File: src/rtl/kd_pkg.sv
// Shared types and constants for the PE2 write-back path of the Kyber/Dilithium NTT datapath.
package kd_pkg;

  localparam int unsigned COEF_W_K    = 12;
  localparam int unsigned COEF_W_D    = 24;
  localparam logic [COEF_W_K-1:0] KYBER_Q     = 12'd3329;
  localparam logic [COEF_W_D-1:0] DILITHIUM_Q = 24'd8380417;

  localparam int unsigned WB_ADDR_W = 6;
  localparam int unsigned WB_DATA_W = 24;

  typedef struct packed {
    logic [WB_ADDR_W-1:0] addr3;
    logic [WB_DATA_W-1:0] data3;
    logic [WB_ADDR_W-1:0] addr4;
    logic [WB_DATA_W-1:0] data4;
  } wb_entry_t;

  // Single conditional subtraction; inputs are known to lie in [0, 2q).
  function automatic logic [COEF_W_D-1:0] final_reduce(input logic [COEF_W_D-1:0] v,
                                                      input logic kd_mode);
    logic [COEF_W_D-1:0] r;
    r = v;
    if (kd_mode) begin
      if (v >= DILITHIUM_Q) r = v - DILITHIUM_Q;
    end else begin
      if (v[23:12] >= KYBER_Q) r[23:12] = v[23:12] - KYBER_Q;
      if (v[11:0] >= KYBER_Q)  r[11:0]  = v[11:0] - KYBER_Q;
    end
    return r;
  endfunction

endpackage

File: src/rtl/wb_fifo.sv
// Small power-of-two FIFO with occupancy count and a registered head word.
module wb_fifo #(
  parameter int unsigned DEPTH = 4,
  parameter int unsigned WIDTH = 60
) (
  input  logic                   clk,
  input  logic                   rst,
  input  logic                   push,
  input  logic [WIDTH-1:0]       push_data,
  input  logic                   pop,
  output logic [WIDTH-1:0]       head_data,
  output logic [$clog2(DEPTH):0] level
);

  localparam int unsigned PTR_W = $clog2(DEPTH);
  localparam int unsigned LVL_W = $clog2(DEPTH) + 1;
  localparam logic [LVL_W-1:0] FULL_LVL = LVL_W'(DEPTH);

  logic [WIDTH-1:0] mem [DEPTH];
  logic [PTR_W-1:0] wr_ptr, rd_ptr, rd_ptr_n;
  logic [LVL_W-1:0] level_q, after_pop;
  logic [WIDTH-1:0] head_n;
  logic             push_ok, pop_ok;

  assign push_ok = push & (level_q < FULL_LVL);
  assign pop_ok  = pop & (level_q != '0);
  assign level   = level_q;

  // The head register is loaded with whatever will sit at the read pointer after
  // this edge; a push into an (effectively) empty FIFO bypasses the array.
  always_comb begin
    rd_ptr_n  = pop_ok ? rd_ptr + PTR_W'(1) : rd_ptr;
    after_pop = level_q - LVL_W'(pop_ok);
    head_n    = '0;
    if (after_pop == '0) begin
      if (push_ok) head_n = push_data;
    end else begin
      head_n = mem[rd_ptr_n];
    end
  end

  always_ff @(posedge clk) begin
    if (push_ok) mem[wr_ptr] <= push_data;
  end

  always_ff @(posedge clk or negedge rst) begin
    if (!rst) begin
      wr_ptr    <= '0;
      rd_ptr    <= '0;
      level_q   <= '0;
      head_data <= '0;
    end else begin
      if (push_ok) wr_ptr <= wr_ptr + PTR_W'(1);
      rd_ptr    <= rd_ptr_n;
      level_q   <= level_q + LVL_W'(push_ok) - LVL_W'(pop_ok);
      head_data <= head_n;
    end
  end

endmodule

File: src/rtl/pe2_writeback_buf.sv
// PE2 result write-back buffer: FIFO toward the coefficient RAM plus per-stage word counter.
// Optional final modular reduction at push when WB_FINAL_REDUCE_EN is defined.
module pe2_writeback_buf
  import kd_pkg::*;
#(
  parameter int unsigned DATA_W          = 24,
  parameter int unsigned ADDR_W          = 6,
  parameter int unsigned DEPTH           = 4,
  parameter int unsigned WORDS_PER_STAGE = 64
) (
  input  logic                   clk,
  input  logic                   rst,
  input  logic                   kd_mode,
  input  logic                   stage_start,
  input  logic                   in_valid,
  output logic                   in_ready,
  input  logic [DATA_W-1:0]      in_data3,
  input  logic [DATA_W-1:0]      in_data4,
  input  logic [ADDR_W-1:0]      in_addr3,
  input  logic [ADDR_W-1:0]      in_addr4,
  output logic                   wr_en,
  input  logic                   wr_ready,
  output logic [ADDR_W-1:0]      wr_addr3,
  output logic [DATA_W-1:0]      wr_data3,
  output logic [ADDR_W-1:0]      wr_addr4,
  output logic [DATA_W-1:0]      wr_data4,
  output logic [$clog2(DEPTH):0] fifo_level,
  output logic                   stage_done
);

  localparam int unsigned LVL_W = $clog2(DEPTH) + 1;
  localparam int unsigned CNT_W = $clog2(WORDS_PER_STAGE) + 1;
  localparam logic [LVL_W-1:0] FULL_LVL = LVL_W'(DEPTH);
  localparam logic [CNT_W-1:0] LAST_CNT = CNT_W'(WORDS_PER_STAGE - 1);

  wb_entry_t        in_entry, head;
  logic             run_q, push, pop;
  logic [CNT_W-1:0] cnt_q, cnt_base;

  // run_q keeps in_ready low until the first edge after reset release.
  assign in_ready = run_q & (fifo_level < FULL_LVL);
  assign wr_en    = (fifo_level != '0);
  assign push     = in_valid & in_ready;
  assign pop      = wr_en & wr_ready;

`ifdef WB_FINAL_REDUCE_EN
  always_comb begin
    in_entry       = '0;
    in_entry.addr3 = in_addr3;
    in_entry.data3 = final_reduce(in_data3, kd_mode);
    in_entry.addr4 = in_addr4;
    in_entry.data4 = final_reduce(in_data4, kd_mode);
  end
`else
  logic unused_kd_mode;
  assign unused_kd_mode = kd_mode;

  always_comb begin
    in_entry       = '0;
    in_entry.addr3 = in_addr3;
    in_entry.data3 = in_data3;
    in_entry.addr4 = in_addr4;
    in_entry.data4 = in_data4;
  end
`endif

  wb_fifo #(
    .DEPTH (DEPTH),
    .WIDTH ($bits(wb_entry_t))
  ) u_fifo (
    .clk       (clk),
    .rst       (rst),
    .push      (push),
    .push_data (in_entry),
    .pop       (pop),
    .head_data (head),
    .level     (fifo_level)
  );

  assign wr_addr3 = head.addr3;
  assign wr_data3 = head.data3;
  assign wr_addr4 = head.addr4;
  assign wr_data4 = head.data4;

  assign cnt_base = stage_start ? '0 : cnt_q;

  always_ff @(posedge clk or negedge rst) begin
    if (!rst) begin
      run_q      <= 1'b0;
      cnt_q      <= '0;
      stage_done <= 1'b0;
    end else begin
      run_q      <= 1'b1;
      stage_done <= 1'b0;
      if (pop) begin
        if (cnt_base == LAST_CNT) begin
          cnt_q      <= '0;
          stage_done <= 1'b1;
        end else begin
          cnt_q <= cnt_base + CNT_W'(1);
        end
      end else begin
        cnt_q <= cnt_base;
      end
    end
  end

endmodule

File: config.mk
export PLATFORM = sky130hd
export DESIGN_NAME = pe2_writeback_buf
export DESIGN_NICKNAME = d
export VERILOG_FILES = /design/src/rtl/kd_pkg.sv /design/src/rtl/wb_fifo.sv /design/src/rtl/pe2_writeback_buf.sv
export SDC_FILE = /design/constraint.sdc
export NUM_CORES = 1
export LEC_CHECK = 0
export CAP_MARGIN = 10
export CORE_MARGIN = 3
export CORE_UTILIZATION = 35
export CTS_CLUSTER_DIAMETER = 120
export CTS_CLUSTER_SIZE = 10
export DETAILED_ROUTE_END_ITERATION = 10
export GPL_TIMING_DRIVEN = 0
export PLACE_DENSITY = 0.6
export SYNTH_ARGS = -nofsm -noshare
export SYNTH_HDL_FRONTEND = slang
export SYNTH_SLANG_ARGS = --single-unit
File: constraint.sdc
create_clock -name clk -period 3.3 [get_ports clk]
set_input_delay 0.495 -clock clk [delete_from_list [all_inputs] [get_ports clk]]
set_output_delay 0.495 -clock clk [all_outputs]
set_load 0.05 [all_outputs]
* After elaboration in Yosys (flattened, before gate mapping)
Memory sizes are Yosys's and may differ from the RTL's.
Index checks and enable logic that the tools add are counted.
** Cells by class
- Muxes and demuxes :: 10
- Reductions and logical operators :: 2
- Equality and inequality tests :: 1
- Order comparisons :: 1
- Bitwise logic cells :: 5
- $add $sub $neg :: 6
** Operators with widths (count)
- $mux 60 :: 2
- $mux 7 :: 3
- $add 7x1->7 const B :: 1
- $eq 7x6->1 const B :: 1
- $sub 3x1->3 :: 2
- $and 1x1->1 :: 5
- $add 2x1->2 const B :: 2
- $mux 1 :: 4
- $add 3x1->3 :: 1
- $logic_not 3->1 :: 1
- $lt 3x3->1 const B :: 1
- $reduce_bool 3->1 :: 1
- $mux 2 :: 1
** Word-level totals
- Input bits :: 66
- Output and inout port bits :: 66
- Memories kept :: 1
- Memory bits (writable) :: 240
- Register bits :: 76
** Memories
- u_fifo.mem :: words 4, width 60, rd ports 1, clocked after Yosys merged registers in 0, wr ports 1, RTL line wb_fifo.sv:19 : logic [WIDTH-1:0] mem [DEPTH];

* Depth between registers and ports, before layout
- Depth in word-level cells :: 6
- Gate-level depth with buffers :: 9
- Gate-level depth less buffers :: 8

* Cells and area by module
Synthesis repeated with hierarchy kept, for this count alone.
** Second synthesis, totals
- Cells, all modules :: 1047
- Area, all modules :: 13568.0 um^2
** Modules (own cells, without submodules)
- wb_fifo :: times used 1, area each 13082.5 um^2, cells each 1004, seq. area each 8883.5 um^2
- pe2_writeback_buf :: times used 1, area each 485.5 um^2, cells each 43, seq. area each 225.2 um^2

* Least setup slack after synthesis
Ideal clock, no wire load.
- Path kind :: reg2reg
- Start point :: register u_fifo.level_q[2], in the netlist u_fifo.level[2]
- End point :: memory u_fifo.mem[0][0] (enable)
- Slack :: -0.251 ns
- Cell stages (with the launch flop) :: 3
- Required time :: 2.875 ns
- Arrival :: 3.126 ns
- Library setup time :: 0.425 ns
- Path buffers :: 0
- Cell sequence :: dfrtp_1 nor2b_1 and3_1
** Between the ends
- Word-level cells in the longest chain between the ends :: 6
** RTL lines
- start: declaration :: RTL line wb_fifo.sv:21 : logic [LVL_W-1:0] level_q, after_pop;
- start signal: assignment :: RTL line wb_fifo.sv:55 : level_q <= level_q + LVL_W'(push_ok) - LVL_W'(pop_ok);
- $lt 3x3->1 :: RTL line pe2_writeback_buf.sv:41 : assign in_ready = run_q & (fifo_level < FULL_LVL);
- $and 1x1->1 :: RTL line pe2_writeback_buf.sv:41
- via in_ready :: RTL line pe2_writeback_buf.sv:16 : output logic in_ready,
- $and 1x1->1 :: RTL line pe2_writeback_buf.sv:43 : assign push = in_valid & in_ready;
- $and 1x1->1 :: RTL line wb_fifo.sv:25 : assign push_ok = push & (level_q < FULL_LVL);
- $mux 1 :: RTL line wb_fifo.sv:43 : if (push_ok) mem[wr_ptr] <= push_data;
- $mux 1 (implied by the code) :: RTL line wb_fifo.sv:43
- end: declaration :: RTL line wb_fifo.sv:19
The timed path passes the listed nets, and every way through them passes these cells.

* Worst setup path in the final report
- Start point :: register u_fifo.level_q[1], in the netlist u_fifo.level[1]
- End point :: register u_fifo.head_data[36]
** Between the ends
- Word-level cells in the longest chain between the ends :: 6
** RTL lines
- $reduce_bool 3->1 or $lt 3x3->1 (tied branches)
- $and 1x1->1 (on tied branches) :: RTL line pe2_writeback_buf.sv:44, pe2_writeback_buf.sv:41
- $and 1x1->1 (on tied branches) :: RTL line wb_fifo.sv:26, pe2_writeback_buf.sv:43
- $sub 3x1->3, or another cell as far along :: RTL line wb_fifo.sv:33 : after_pop = level_q - LVL_W'(pop_ok);
- $logic_not 3->1, or another cell as far along :: RTL line wb_fifo.sv:35 : if (after_pop == '0) begin
- $mux 60 * :: RTL line wb_fifo.sv:35
- via u_fifo.head_n[36] :: RTL line wb_fifo.sv:22 : logic [WIDTH-1:0] head_n;
- end signal: assignment :: RTL line wb_fifo.sv:56 : head_data <= head_n;
- end: declaration :: RTL line wb_fifo.sv:11 : output logic [WIDTH-1:0] head_data,
Mark *: on every way through the listed nets, which the timed path passes. The rest lies on a longest branch.
A chain may end at the register's enable or synchronous reset.

==> summary.md <==
| Metric | Value |
|---|---|
| Peak Freq | `approximately 320 MHz` |
| Cell variety after synth | `35` |
| Synth top area share | `0.542` |
| Clock tree sinks | `between 300 and 400` |
| Crit-path cells | `o31ai_4 > inv_2 > buf_2 > ha_1 > nor2b_1 > nand2_1 > clkbuf_2 > o221ai_1 > o32ai_1` |
| Hold Path Class | `in2reg` |
| Placed inst area | `0.0154 mm2` |
| Final slew viol count | `0` |
| PnR worst setup slack | `0.187 ns` |
| Layout Skew | `approximately 0.021 ns` |
| Fillers | `about 3400` |
| CTS Buf Count | `37` |
| TritonCTS clock tree | `done` |
| Worst path required time | `~3.7 ns` |
| CP max FO | `11` |
| GPL Wtd Cong | `around 0.77` |
| Synth Instances | `between 1000 and 1500` |
| Ys async rst share | `0.241` |
| Outcome | `complete, no violations` |
| Max-slew headroom | `0.561` |
| H-tree Lvls | `2` |
| Antenna-violating nets left | `0` |
| I/O pin count | `roughly 130` |
| Root Buffer | `clkbuf_16` |
| Via-to-Cell Ratio | `5.16` |
| Post-synthesis sequential area ratio | `0.684` |
| Crit path largest cell delay | `roughly 0.46 ns` |
| Synth Flop Type | `edfxtp_1` |
| DRC | `0` |
| Critical Path Slowest Stage Cell | `dfrtp_1` |
| Critical Path Sink Type | `flop` |
| Total grt overflow | `0` |
| 1st-pass router iterations | `5` |
| Metal2 WL | `~17 mm` |
| EDFF count, synth | `240` |
| Pwr Total | `about 16 mW` |
| Die Wd | `201 um` |
| Multi-input gate area | `about 0.0034 mm2` |
| Slew @ Worst Pin | `between 0.6 and 0.7 ns` |
| Flops & latches, synth | `about 320` |
| Global-route wire length before repair | `56.3 mm` |
| Vias in the first global route | `9403` |
| GRT Util Overall | `0.178` |
| Met3 Wirelength | `around 1.9 mm` |
| Synth warnings | `0` |
| Initial antenna violation count | `4` |
| Fin crit share | `0.943` |
| VDD IR max | `0.000506 V` |
| Uppermost routed layer | `met5` |
| Final worst path period need | `around 3.1 ns` |
| Fin. Hold Viols | `0` |
| P_leak | `between 5 and 6 nW` |
| # diodes | `0` |
| WL/cell | `between 20 and 25 um` |
| Clk buf depth | `3` |
| Largest net degree at the start of global routing | `40` |
| Initial core utilization | `0.359` |
| Arr. time, crit path | `around 3.5 ns` |
| Post-synth top area cell | `edfxtp_1` |
| Core Area | `0.0370 mm2` |
| Clock transition at the registers of the reported paths | `approximately 0.060 ns` |
| Top cells by area, synth | `edfxtp_1 54%, dfrtp_1 14%, o221ai_1 3.9%` |
| Final setup violation count | `0` |
| Register area | `a little over 0.009 mm2` |
| Final #Nets | `about 1300` |
| DRT iter0 DRCs | `about 670` |
| Die height | `201 um` |
| Met1 WL | `roughly 16 mm` |
| Pre-CTS setup slack | `-0.391 ns` |
| Share of layout cells above drive strength 1 | `0.0631` |
| Crit path max-delay family | `compound AO/OA/AOI/OAI gates` |
| Pwr dens | `approximately 940 mW/mm2` |
| Area of the die | `0.0404 mm2` |
| Post-synthesis cell area | `about 0.013 mm2` |
| Syn Area/Cell | `~13 um2` |
| DP HPWL | `22.7 mm` |
| Port-buffer cells | `around 130` |
| RSZ-0062 raised after global routing | `false` |
| Area grow syn2layout | `24.1%` |
| Post-Route WL | `around 37 mm` |
| Max_cap viols | `0` |
| CP Launch Type | `flop` |
| Setup CP Type | `reg2reg` |
| Post-route design area | `between 0.015 and 0.02 mm2` |
| Buf/Inv on CP | `3` |
| Vias | `~9100` |
| Clk_lat worst skew | `0.53 ns` |
| Std cell rows | `70` |
| Synthesized Nets | `1138` |
-- state kept, by name, summed over array words and instances, names as in the netlist --
register	cells
u_fifo.mem	240
u_fifo.head_data	60
cnt_q	7
u_fifo.level	3
u_fifo.rd_ptr	2
u_fifo.wr_ptr	2
run_q	1
stage_done	1
-- placed cells by master (no fill, tap or decap), types with 8 or more instances in the layout --
cell type and n:
a21oi_1 59, buf_2 16, clkbuf_1 81, clkbuf_16 40, clkdlybuf4s50_1 128, dfrtp_1 76, edfxtp_1 240, ha_1 8
inv_1 125, nand2_1 13, nand3_1 61, nor2_1 122, o211ai_1 59, o221ai_1 59, o32ai_1 59, or3_1 61
-- power breakdown --
group          total (mW)  internal, mW  switching, mW
clock network        3.79          2.25           1.54
logic                6.56          2.14           4.42
registers            5.23          5.00          0.235
-- cell usage after synthesis (2+ instances only) --
cell type,n
o221ai_1,59
nand2b_1,2
nor2_1,122
mux4_2,2
dfrtp_1,76
a21oi_1,59
inv_1,125
o32ai_1,59
and3_1,4
o211ai_1,59
nor2b_1,7
buf_2,16
ha_1,8
xor2_1,3
nand4_1,2
xnor2_1,7
edfxtp_1,240
buf_1,5
nand3_1,61
or3_1,61
clkbuf_1,60
nand2_1,13
-- path summary, 6_finish.rpt --
path                                           startpoint  slack, ns  cells after the start                              to
max in group asynchronous                             rst       2.19                      3  u_fifo.head_data[43]$_DFF_PN0_
worst max-delay path            u_fifo.level[1]$_DFF_PN0_       0.19                      9  u_fifo.head_data[36]$_DFF_PN0_
worst max register to register  u_fifo.level[1]$_DFF_PN0_       0.19                      9  u_fifo.head_data[36]$_DFF_PN0_
min in group asynchronous                             rst       0.51                      2   u_fifo.head_data[3]$_DFF_PN0_
worst min-delay path                          stage_start       0.36                      2              cnt_q[4]$_DFF_PN0_
worst min register to register         cnt_q[6]$_DFF_PN0_       0.49                      1            stage_done$_DFF_PN0_
-- cell families after synthesis --
logic type	count (synthesis)	share of synthesized area
compound gates	239	0.135
xor+xnor	10	0.00658
fa+ha+maj	9	0.00903
buf+inv	207	0.0599
flops	316	0.684
mux	4	0.00498
other cells	1	0.000282
simple gates	277	0.0994
-- timing repair --
action	in CTS	in global routing
resized for setup	6	1
hold buffers	1	0
pin swaps	0	1
buffers inserted	0	1
setup endpoints to repair	39	20
endpoints found under the hold margin	18	0
-- cell type report --
| cell class | instances | share of cell area |
|---|---|---|
| multi-input combinational | 540 | 0.207 |
| clock buffer | 67 | 0.0667 |
| tap | 504 | 0.0382 |
| sequential | 316 | 0.551 |
| buffer | 81 | 0.0201 |
| clock inverter | 1 | 0.000530 |
| inverter | 126 | 0.0286 |
| timing repair buffer | 136 | 0.0870 |
-- metrics by stage --
| step | util | TNS, ns | hold WS [ns] | instances |
|---|---|---|---|---|
| 2_1_floorplan | - | 0 | 0.199 | 1063 |
| 3_3_place_gp | 0.411 | -115.32 | 0.484 | 1696 |
| 3_5_place_dp | 0.415 | -12.66 | 0.489 | 1701 |
| 4_1_cts | 0.446 | 0 | 0.329 | 1770 |
| 5_1_grt | 0.446 | 0 | 0.371 | 1771 |
| 6_report | 0.446 | 0 | 0.358 | 1771 |
-- worst register-to-register path, stage by stage, from the launching register on --
cell and delay [ns]:
dfrtp_1 0.46, o31ai_4 0.40, inv_2 0.06, buf_2 0.21
ha_1 0.31, nor2b_1 0.14, nand2_1 0.36, clkbuf_2 0.36
o221ai_1 0.19, o32ai_1 0.46
-- per-layer routing --
metal	vias to the layer above	track usage
li1	4333	-
met2	259	0.295
met5	-	0
met3	61	0.0329
met1	4483	0.240
met4	8	0.0532
Note: power is estimated with default switching activity, not from simulation.
